## config.mk

```make
export PLATFORM = sky130hd
export DESIGN_NAME = rupt_priority
export DESIGN_NICKNAME = d
export VERILOG_FILES = /design/src/rtl/rupt_priority.sv
export SDC_FILE = /design/constraint.sdc
export NUM_CORES = 1
export LEC_CHECK = 0
export BUFFER_PORTS_ARGS = -buffer_cell sky130_fd_sc_hd__buf_4
export CORE_AREA = 2 2 59 61
export CTS_CLUSTER_DIAMETER = 50
export DETAILED_ROUTE_END_ITERATION = 12
export DIE_AREA = 0 0 61 63
export GPL_TIMING_DRIVEN = 0
export PLACE_DENSITY = 0.75
export SLEW_MARGIN = 10
export SYNTH_ARGS = -nofsm -noshare
export SYNTH_HDL_FRONTEND = slang
export SYNTH_SLANG_ARGS = --single-unit
export TNS_END_PERCENT = 1
```

## constraint.sdc

```tcl
create_clock -name CLOCK -period 5.2 [get_ports CLOCK]
set_clock_uncertainty 0.05 [all_clocks]
set_input_delay 0.26 -clock CLOCK [delete_from_list [all_inputs] [get_ports CLOCK]]
set_output_delay 0.26 -clock CLOCK [all_outputs]
set_load 0.02 [all_outputs]
```

## src/rtl/rupt_priority.sv

```systemverilog
// Priority interrupt controller: latches one-cycle request pulses, presents the
// highest-priority pending source to the sequence generator and tracks the handshake.
module rupt_priority #(
    parameter int          NSRC      = 10,
    parameter logic [11:0] RUPT_BASE = 12'o4000
) (
    input  logic            CLOCK,
    input  logic            rst,
    input  logic [NSRC-1:0] RUPTREQ,
    input  logic            INHINT,
    input  logic            MNHRPT,
    input  logic            IIP,
    input  logic            KRPT,
    input  logic            RSM3,
    input  logic            GOJAM,
    output logic            RUPTOR_,
    output logic [11:0]     RPTADR,
    output logic [3:0]      RPTNUM,
    output logic [NSRC-1:0] PENDING,
    output logic            BUSY
);

    typedef enum logic [1:0] {S_IDLE, S_REQ, S_ACKD, S_SERVE} state_e;

    localparam logic [3:0] NONE = 4'd15;

    state_e          state_q;
    logic [NSRC-1:0] pending_q;
    logic [NSRC-1:0] pending_d;
    logic [NSRC-1:0] clr_mask;
    logic [3:0]      tmo_q;
    logic [3:0]      rptnum_q;
    logic [11:0]     rptadr_q;
    logic            ruptor_n_q;
    logic            busy_q;
    logic [3:0]      sel_idx;
    logic            inhibit;

    function automatic logic [11:0] vec_addr(input logic [3:0] n);
        if (n == NONE) return 12'o0000;
        return RUPT_BASE + {6'd0, n, 2'b00} + 12'd4;
    endfunction

    assign inhibit = INHINT | MNHRPT;

    // Lowest-index pending bit wins; the descending loop lets it overwrite higher ones.
    always_comb begin
        sel_idx = NONE;
        for (int i = NSRC - 1; i >= 0; i--) begin
            if (pending_q[i]) sel_idx = 4'(i);
        end
    end

    // A request arriving in the acknowledge cycle is OR-ed in after the clear, so it survives.
    always_comb begin
        clr_mask  = '0;
        if (state_q == S_REQ && KRPT) clr_mask = NSRC'(1) << sel_idx;
        pending_d = (pending_q & ~clr_mask) | RUPTREQ;
    end

    // NOTE: every register, including the pending latches, is reset here; the bank is tiny
    // and an unknown pending bit would raise a spurious interrupt after power-up.
    always_ff @(posedge CLOCK or posedge rst) begin
        if (rst) begin
            state_q    <= S_IDLE;
            pending_q  <= '0;
            tmo_q      <= '0;
            rptnum_q   <= NONE;
            rptadr_q   <= 12'o0000;
            ruptor_n_q <= 1'b1;
            busy_q     <= 1'b0;
        end else if (GOJAM) begin
            state_q    <= S_IDLE;
            pending_q  <= '0;
            tmo_q      <= '0;
            rptnum_q   <= NONE;
            rptadr_q   <= 12'o0000;
            ruptor_n_q <= 1'b1;
            busy_q     <= 1'b0;
        end else begin
            pending_q <= pending_d;
            unique case (state_q)
                S_IDLE: begin
                    if (pending_q != '0 && !inhibit && !IIP) begin
                        state_q    <= S_REQ;
                        ruptor_n_q <= 1'b0;
                        rptnum_q   <= sel_idx;
                        rptadr_q   <= vec_addr(sel_idx);
                    end
                end
                S_REQ: begin
                    if (KRPT) begin
                        state_q    <= S_ACKD;
                        ruptor_n_q <= 1'b1;
                        busy_q     <= 1'b1;
                        tmo_q      <= '0;
                        rptnum_q   <= sel_idx;
                        rptadr_q   <= vec_addr(sel_idx);
                    end else if (inhibit) begin
                        state_q    <= S_IDLE;
                        ruptor_n_q <= 1'b1;
                        rptnum_q   <= NONE;
                        rptadr_q   <= 12'o0000;
                    end else begin
                        rptnum_q   <= sel_idx;
                        rptadr_q   <= vec_addr(sel_idx);
                    end
                end
                S_ACKD: begin
                    if (IIP) begin
                        state_q <= S_SERVE;
                    end else if (tmo_q == 4'd15) begin
                        state_q  <= S_IDLE;
                        busy_q   <= 1'b0;
                        rptnum_q <= NONE;
                        rptadr_q <= 12'o0000;
                    end else begin
                        tmo_q <= tmo_q + 4'd1;
                    end
                end
                S_SERVE: begin
                    if (RSM3) begin
                        state_q  <= S_IDLE;
                        busy_q   <= 1'b0;
                        rptnum_q <= NONE;
                        rptadr_q <= 12'o0000;
                    end
                end
                default: begin
                    state_q    <= S_IDLE;
                    ruptor_n_q <= 1'b1;
                    busy_q     <= 1'b0;
                end
            endcase
        end
    end

    assign RUPTOR_ = ruptor_n_q;
    assign RPTNUM  = rptnum_q;
    assign RPTADR  = rptadr_q;
    assign PENDING = pending_q;
    assign BUSY    = busy_q;

endmodule

```

==> results.yml, run 1 <==
place:
  place_congestion: 0.8554
  dpl.hpwl_um: 2543
  placed_area_mm2: 0.001896
  buffer_ports.inserted: 37
routing:
  wire_per_inst_um: 12.76
  detail-route-antenna-nets: 0
  drt_first_pass_iters: 4
  drc: 0
  detailedRoute.firstIterationViolations: 39
  post_drt_via_cell_ratio: 5.057
  routed-via-count: 1335
  totalWireLength_um: 3368
yosys:
  ys_ff_latch: 27
  synth.lib_cells_used.distinct: 42
  synth_seq_area_share_pct: 44.34
  yosysWarningCount: 0
  synthesis.instances: 171
  syn-mean-instance-area_um2: 8.993
  netlist_area_mm2: 0.001538
power_and_ir_drop:
  power.sequential.fraction_pct: 49.7
  power.ir.vdd_worst_mv: 0.1539
  totalPowerFinal_uw: 517.9
  leakagePower_uw: 0.0009105
  switching_share_pct: 34.07
  power.share.clock_pct: 17.4
  power.density_cell_area_mw_per_mm2: 269.5
  part_of_the_power_in_combinational_logic_pct: 32.9
  netSwitchingPower_uw: 176.5
  cellInternalPower_uw: 341.4
worst_hold_path:
  hold_path_class: "input port to register"
global_routing:
  track_usage_pct: 19.50
  grt_max_degree: 28
  antenna_found_initial: 0
  grt-ovfl-total: 0
  wire_length_of_the_first_global_routing_pass_um: 5713
  first_global_vias: 1289
clock_network:
  clock_insertion_delay_worst_skew_ns: 0.33
  cts_hold_buf: 0
  cts_max_level: 1
  root_buffer: "sky130_fd_sc_hd__clkbuf_4"
  numCtsBuffers: 3
  clk_pin_slew_worst_paths_ns: 0.14
  postCtsSetupBuffers: 0
  cts_tree: "built"
  clock_tree.buffer_depth: 2
  tritoncts_num_sinks: 27
  cts_resized: 0
die:
  floorplan_die_width_um: 61
  core.rowCount: 21
  die-area_mm2: 0.003843
  io_pins: 46
  start_util_pct: 47.58
  fp.dieH_um: 63
  design.core.area_mm2: 0.003232
sta:
  total_neg_setup_slack_ns: 0
  fmax_mhz: 474.6
  final_period_minus_worst_setup_slack_ns: 2.107
  setup_violations_final: 0
  slew_violations: 0
  finalHoldViolCount: 0
  setup_repair_after_global_routing_missed_its_margin: "no"
  slew_headroom_pct: 34.00
  fin_crit_sh_pct: 40.52
  worst_slew_pin_slew_ns: 0.9890
final_layout:
  layout.cells.most_common: "sky130_fd_sc_hd__buf_4"
  final_net_count: 243
  final_cell_area_mm2: 0.001922
  antenna_cells: 0
  drive_above_1_share_pct: 28.44
  layout.cells.most_common_list: "sky130_fd_sc_hd__buf_4, sky130_fd_sc_hd__nor2_1, sky130_fd_sc_hd__dfrtp_1"
  synthToLayoutAreaGrowth_pct: 24.98
critical_path:
  cp_data_required_time_ns: 5.36
  slowest_stage: "sky130_fd_sc_hd__dfrtp_1"
  cp_num_buf_inv: 1
  crit_family: "compound AO/OA/AOI/OAI gates"
  worst_ep_arrival_time_ns: 2.27
  critical_path.startpoint_type: "register"
  cells_along_the_critical_path: "inv_1 > a21oi_1 > o31ai_1 > a21oi_1 > ha_1 > ha_1 > nand2_1 > a21oi_1 > nor2_1"
  critical_path_class: "register to register"
  slowest_delay_ns: 0.52
  critical-path-top-cell-by-count: "sky130_fd_sc_hd__a21oi_1"
  crit_path_end_kind: "register"
  worst-path-max-fanout: 6
run_status:
  run_status: "complete, no violations"
flow_run:
  drv.max_cap_violation_count: 0
-- worst min-delay path: stages --
cell,delay (ns)
sky130_fd_sc_hd__buf_4,0.07
sky130_fd_sc_hd__a21oi_1,0.03
sky130_fd_sc_hd__nor2_1,0.07
-- final cells by class --
class / count / area, um2
plain buffers: 12 / 80.08
multi-input cells: 127 / 757.0
fillers: 332 / 1310
well taps: 46 / 57.56
repair buffers: 37 / 277.8
clock buffers: 4 / 26.28
flip-flops and latches: 27 / 681.9
inverters: 11 / 41.29
-- per-stage QoR --
stage | worst slack [ns] | utilization [%] | cells | hold WS (ns)
global route | 2.926 | 59.47 | 264 | 0.07390
detailed placement | 3.168 | 58.65 | 260 | 0.4224
floorplan | 3.309 | - | 177 | 0.2590
finish | 3.093 | 59.47 | 264 | 0.08549
CTS | 3.118 | 59.47 | 264 | 0.08141
global placement | 3.158 | 58.65 | 260 | 0.4156
-- power by group through the flow --
stage          combinational [uW]  sequential (uW)  clock (uW)
2_1_floorplan                83.8              285           0
3_3_place_gp                  168              261           0
3_5_place_dp                  171              261           0
4_1_cts                       171              257        93.3
5_1_grt                       188              260         104
6_report                      170              257        90.3
-- per-layer routing --
layer / vias to the layer above / GRT usage [%] / wire (um)
met5: - / 0 / 0
met1: 624 / 29.00 / 1602
met2: 34 / 28.90 / 1577
li1: 672 / - / -
met4: 0 / 5.707 / 46
met3: 5 / 3.106 / 142
-- synthesized netlist by cell type, drive strengths merged --
cell type / count / share of area [%]
conb: 1 / 0.24
o21ba: 1 / 0.65
or3: 2 / 0.81
nor2b: 1 / 0.41
nor3: 1 / 0.33
a311oi: 1 / 0.57
and3: 2 / 0.81
dfstp: 5 / 8.5
dfrtp: 22 / 36
o211ai: 1 / 0.49
and2: 1 / 0.41
o22ai: 1 / 1.3
or2: 1 / 0.41
nand2b: 2 / 0.81
o41ai: 1 / 0.57
inv: 11 / 2.7
a22o: 1 / 0.57
a21o: 2 / 0.98
o31ai: 5 / 2.4
and3b: 1 / 0.57
a21oi: 14 / 4.6
a31oi: 5 / 2.8
o21a: 4 / 2.0
nand3: 6 / 2.0
ha: 6 / 4.9
nand2: 18 / 4.4
mux2: 1 / 0.73
buf: 9 / 4.5
o21ai: 10 / 3.3
o22a: 1 / 0.57
clkbuf: 3 / 0.73
nand3b: 1 / 0.49
nor3b: 1 / 0.49
nor4: 2 / 2.2
nand4: 1 / 0.41
nor2: 25 / 6.1
nand4b: 1 / 0.57
-- final timing paths --
| path | end | startpoint | slack, ns | depth (start not counted) |
|---|---|---|---|---|
| max in group asynchronous | PENDING[4]$_DFF_PP0_ | rst | 4.41 | 2 |
| worst min-delay path | PENDING[9]$_DFF_PP0_ | RUPTREQ[9] | 0.09 | 3 |
| worst max register to register | PENDING[3]$_DFF_PP0_ | PENDING[3]$_DFF_PP0_ | 3.09 | 9 |
| worst max-delay path | PENDING[3]$_DFF_PP0_ | PENDING[3]$_DFF_PP0_ | 3.09 | 9 |
| min in group asynchronous | RPTADR[11]$_DFFE_PP0P_ | rst | 0.10 | 2 |
| worst min register to register | RPTNUM[3]$_DFFE_PP1P_ | RPTNUM[3]$_DFFE_PP1P_ | 0.44 | 2 |
-- logic make-up after synthesis --
group,count (synthesis),share of synthesized area [%]
mux,1,0.7323
simple gates,66,21.16
fa+ha+maj,6,4.882
compound gates,47,20.75
flops,27,44.35
other cells,1,0.2439
buf+inv,23,7.892
-- flip-flops by register name, indices dropped and copies added (netlist names) --
name,flops
tmo_q,4
RUPTOR_,1
RPTNUM,4
state_q,2
RPTADR,5
BUSY,1
PENDING,10
No activity file was read; power rests on OpenSTA's default activity.
==> inputs of run 2 (changes only) <==
--- a/config.mk
+++ b/config.mk
@@ -6,12 +6,12 @@
 export NUM_CORES = 1
 export LEC_CHECK = 0
 export BUFFER_PORTS_ARGS = -buffer_cell sky130_fd_sc_hd__buf_4
-export CORE_AREA = 2 2 59 61
+export CORE_AREA = 2 2 61 63
 export CTS_CLUSTER_DIAMETER = 50
 export DETAILED_ROUTE_END_ITERATION = 12
-export DIE_AREA = 0 0 61 63
+export DIE_AREA = 0 0 63 65
 export GPL_TIMING_DRIVEN = 0
-export PLACE_DENSITY = 0.75
+export PLACE_DENSITY = 0.74
 export SLEW_MARGIN = 10
 export SYNTH_ARGS = -nofsm -noshare
 export SYNTH_HDL_FRONTEND = slang
==> constraint.sdc (replaced) <==
create_clock -name CLOCK -period 1.76 [get_ports CLOCK]
set_clock_uncertainty 0.05 [all_clocks]
set_input_delay 0.088 -clock CLOCK [delete_from_list [all_inputs] [get_ports CLOCK]]
set_output_delay 0.088 -clock CLOCK [all_outputs]
set_load 0.02 [all_outputs]
==> results.yml, run 2 (synthesis gave the netlist of run 1 again) <==
sta:
  fin_worst_hold_slack_ns: 0.004539
  setup_violations_final: 18
  fin_ws_ns: -0.1646
  final_period_minus_worst_setup_slack_ns: 1.925
  finalHoldViolCount: 0
  worst_slew_pin_slew_ns: 0.9904
  slew_headroom_pct: 33.90
  setup_repair_after_global_routing_missed_its_margin: "yes"
  fin_crit_sh_pct: 109.4
  slew_violations: 0
  fmax_mhz: 519.6
final_layout:
  fillerInstances: 271
  multiInputGateArea_um2: 925.9
  antenna_cells: 0
  final_net_count: 280
  layout.cells.most_common: "sky130_fd_sc_hd__buf_4"
  synthToLayoutAreaGrowth_pct: 57.36
  largest_register_ffs: 10
  final-instance-count-excl-fill: 303
  drive_above_1_share_pct: 48.63
  ff_latch_area_um2: 691.9
  layout.cells.most_common_list: "sky130_fd_sc_hd__buf_4, sky130_fd_sc_hd__nor2_1, sky130_fd_sc_hd__nand2_1"
  layout.core_utilization_pct: 69.22
worst_hold_path:
  hold_path_class: "input port to register"
clock_network:
  cts_tree: "built"
  numCtsBuffers: 3
  clock_insertion_delay_worst_skew_ns: 0.34
  tritoncts_num_sinks: 27
  clock_tree.buffer_depth: 2
  clk_pin_slew_worst_paths_ns: 0.15
  cts_max_level: 1
  root_buffer: "sky130_fd_sc_hd__clkbuf_4"
power_and_ir_drop:
  power.ir.vdd_worst_mv: 0.5244
  leakagePower_uw: 0.001094
  power.density_cell_area_mw_per_mm2: 729.2
routing:
  detailedRoute.firstIterationViolations: 122
  wire_per_inst_um: 15.56
  drt_first_pass_iters: 4
  routed-via-count: 1582
  post_drt_via_cell_ratio: 5.221
  totalWireLength_um: 4714
  detail-route-antenna-nets: 0
  drc: 0
critical_path:
  worst-path-max-fanout: 4
  worst_ep_arrival_time_ns: 2.12
  critical_path.startpoint_type: "register"
  cp_data_required_time_ns: 1.95
  critical_path_class: "register to register"
  crit_path_end_kind: "register"
global_routing:
  grt-ovfl-total: 0
  grt_max_degree: 28
  wire_length_of_the_first_global_routing_pass_um: 6969
  first_global_vias: 1478
  antenna_found_initial: 0
  track_usage_pct: 21.93
die:
  io_pins: 46
  design.core.area_mm2: 0.003496
  core.rowCount: 22
  start_util_pct: 43.99
  fp.dieH_um: 65
  die-area_mm2: 0.004095
  floorplan_die_width_um: 63
place:
  place_worst_setup_slack_ns: -0.1955
  dpl.cell_count: 262
  dpl.hpwl_um: 2620
  place_congestion: 0.8334
  buffer_ports.inserted: 37
run_status:
  run_status: "complete, but fails checks"
  violations: "negative setup slack"
flow_run:
  drv.max_cap_violation_count: 0
-- run 2: layout make-up --
| class | count | area share, % |
|---|---|---|
| multi-input cells | 127 | 38.26 |
| repair buffers | 74 | 24.41 |
| inverters | 11 | 1.810 |
| plain buffers | 12 | 3.361 |
| well taps | 48 | 2.482 |
| clock buffers | 4 | 1.086 |
| flip-flops and latches | 27 | 28.59 |
-- run 2: metal layers --
metal  track usage (%)  vias up  wire length (um)
met1             27.20      733              1851
met2             37.50       83              2379
met5                 0        -                 0
met3             2.778       16               327
li1                  -      750                 -
met4             11.11        0               155
-- run 2: worst paths after layout --
| check | cells past startpoint | startpoint | end | slack (ns) |
|---|---|---|---|---|
| max | 8 | PENDING[3]$_DFF_PP0_ | RPTADR[11]$_DFFE_PP0P_ | -0.16 |
| min | 4 | IIP | tmo_q[2]$_DFFE_PP0P_ | 0.005 |
| min in group asynchronous | 3 | rst | RPTADR[3]$_DFFE_PP0P_ | 0.47 |
| min reg2reg | 1 | tmo_q[3]$_DFFE_PP0P_ | tmo_q[3]$_DFFE_PP0P_ | 0.45 |
| max in group asynchronous | 3 | rst | PENDING[0]$_DFF_PP0_ | 0.53 |
| max reg2reg | 8 | PENDING[3]$_DFF_PP0_ | RPTADR[11]$_DFFE_PP0P_ | -0.16 |
-- run 2: stage by stage --
stage,cell area [um2],total power (uW),TNS [ns]
6_report,2420,1765,-1.475
5_1_grt,2420,1863,-3.281
4_1_cts,2280,1670,-0.08573
3_5_place_dp,1914,1285,-1.765
3_3_place_gp,1914,1273,-1.133
2_1_floorplan,1577,1097,-0.06699
-- run 2: timing repair --
action / in CTS / in global routing
gates cloned: 0 / 0
endpoints found under the setup margin: 17 / 20
pin swaps: 12 / 16
endpoints found under the hold margin: 32 / 0
buffers inserted: 18 / 8
hold buffers: 11 / 0
gates resized for setup: 24 / 22
-- run 2: critical path, cell delays in order (launching register included) --
cell and delay [ns]:
sky130_fd_sc_hd__dfrtp_2 0.49, sky130_fd_sc_hd__buf_6 0.12, sky130_fd_sc_hd__inv_2 0.03, sky130_fd_sc_hd__a21oi_2 0.17, sky130_fd_sc_hd__o31ai_4 0.11, sky130_fd_sc_hd__a21oi_4 0.23
sky130_fd_sc_hd__ha_4 0.20, sky130_fd_sc_hd__a31oi_1 0.13, sky130_fd_sc_hd__mux2_4 0.30
-- run 2: power breakdown --
group          internal (uW)  switching (uW)  leakage, uW
Clock                   89.3             194    0.0000150
Combinational            338             374     0.000750
Sequential               707            62.2     0.000329
Total                   1130             630      0.00109
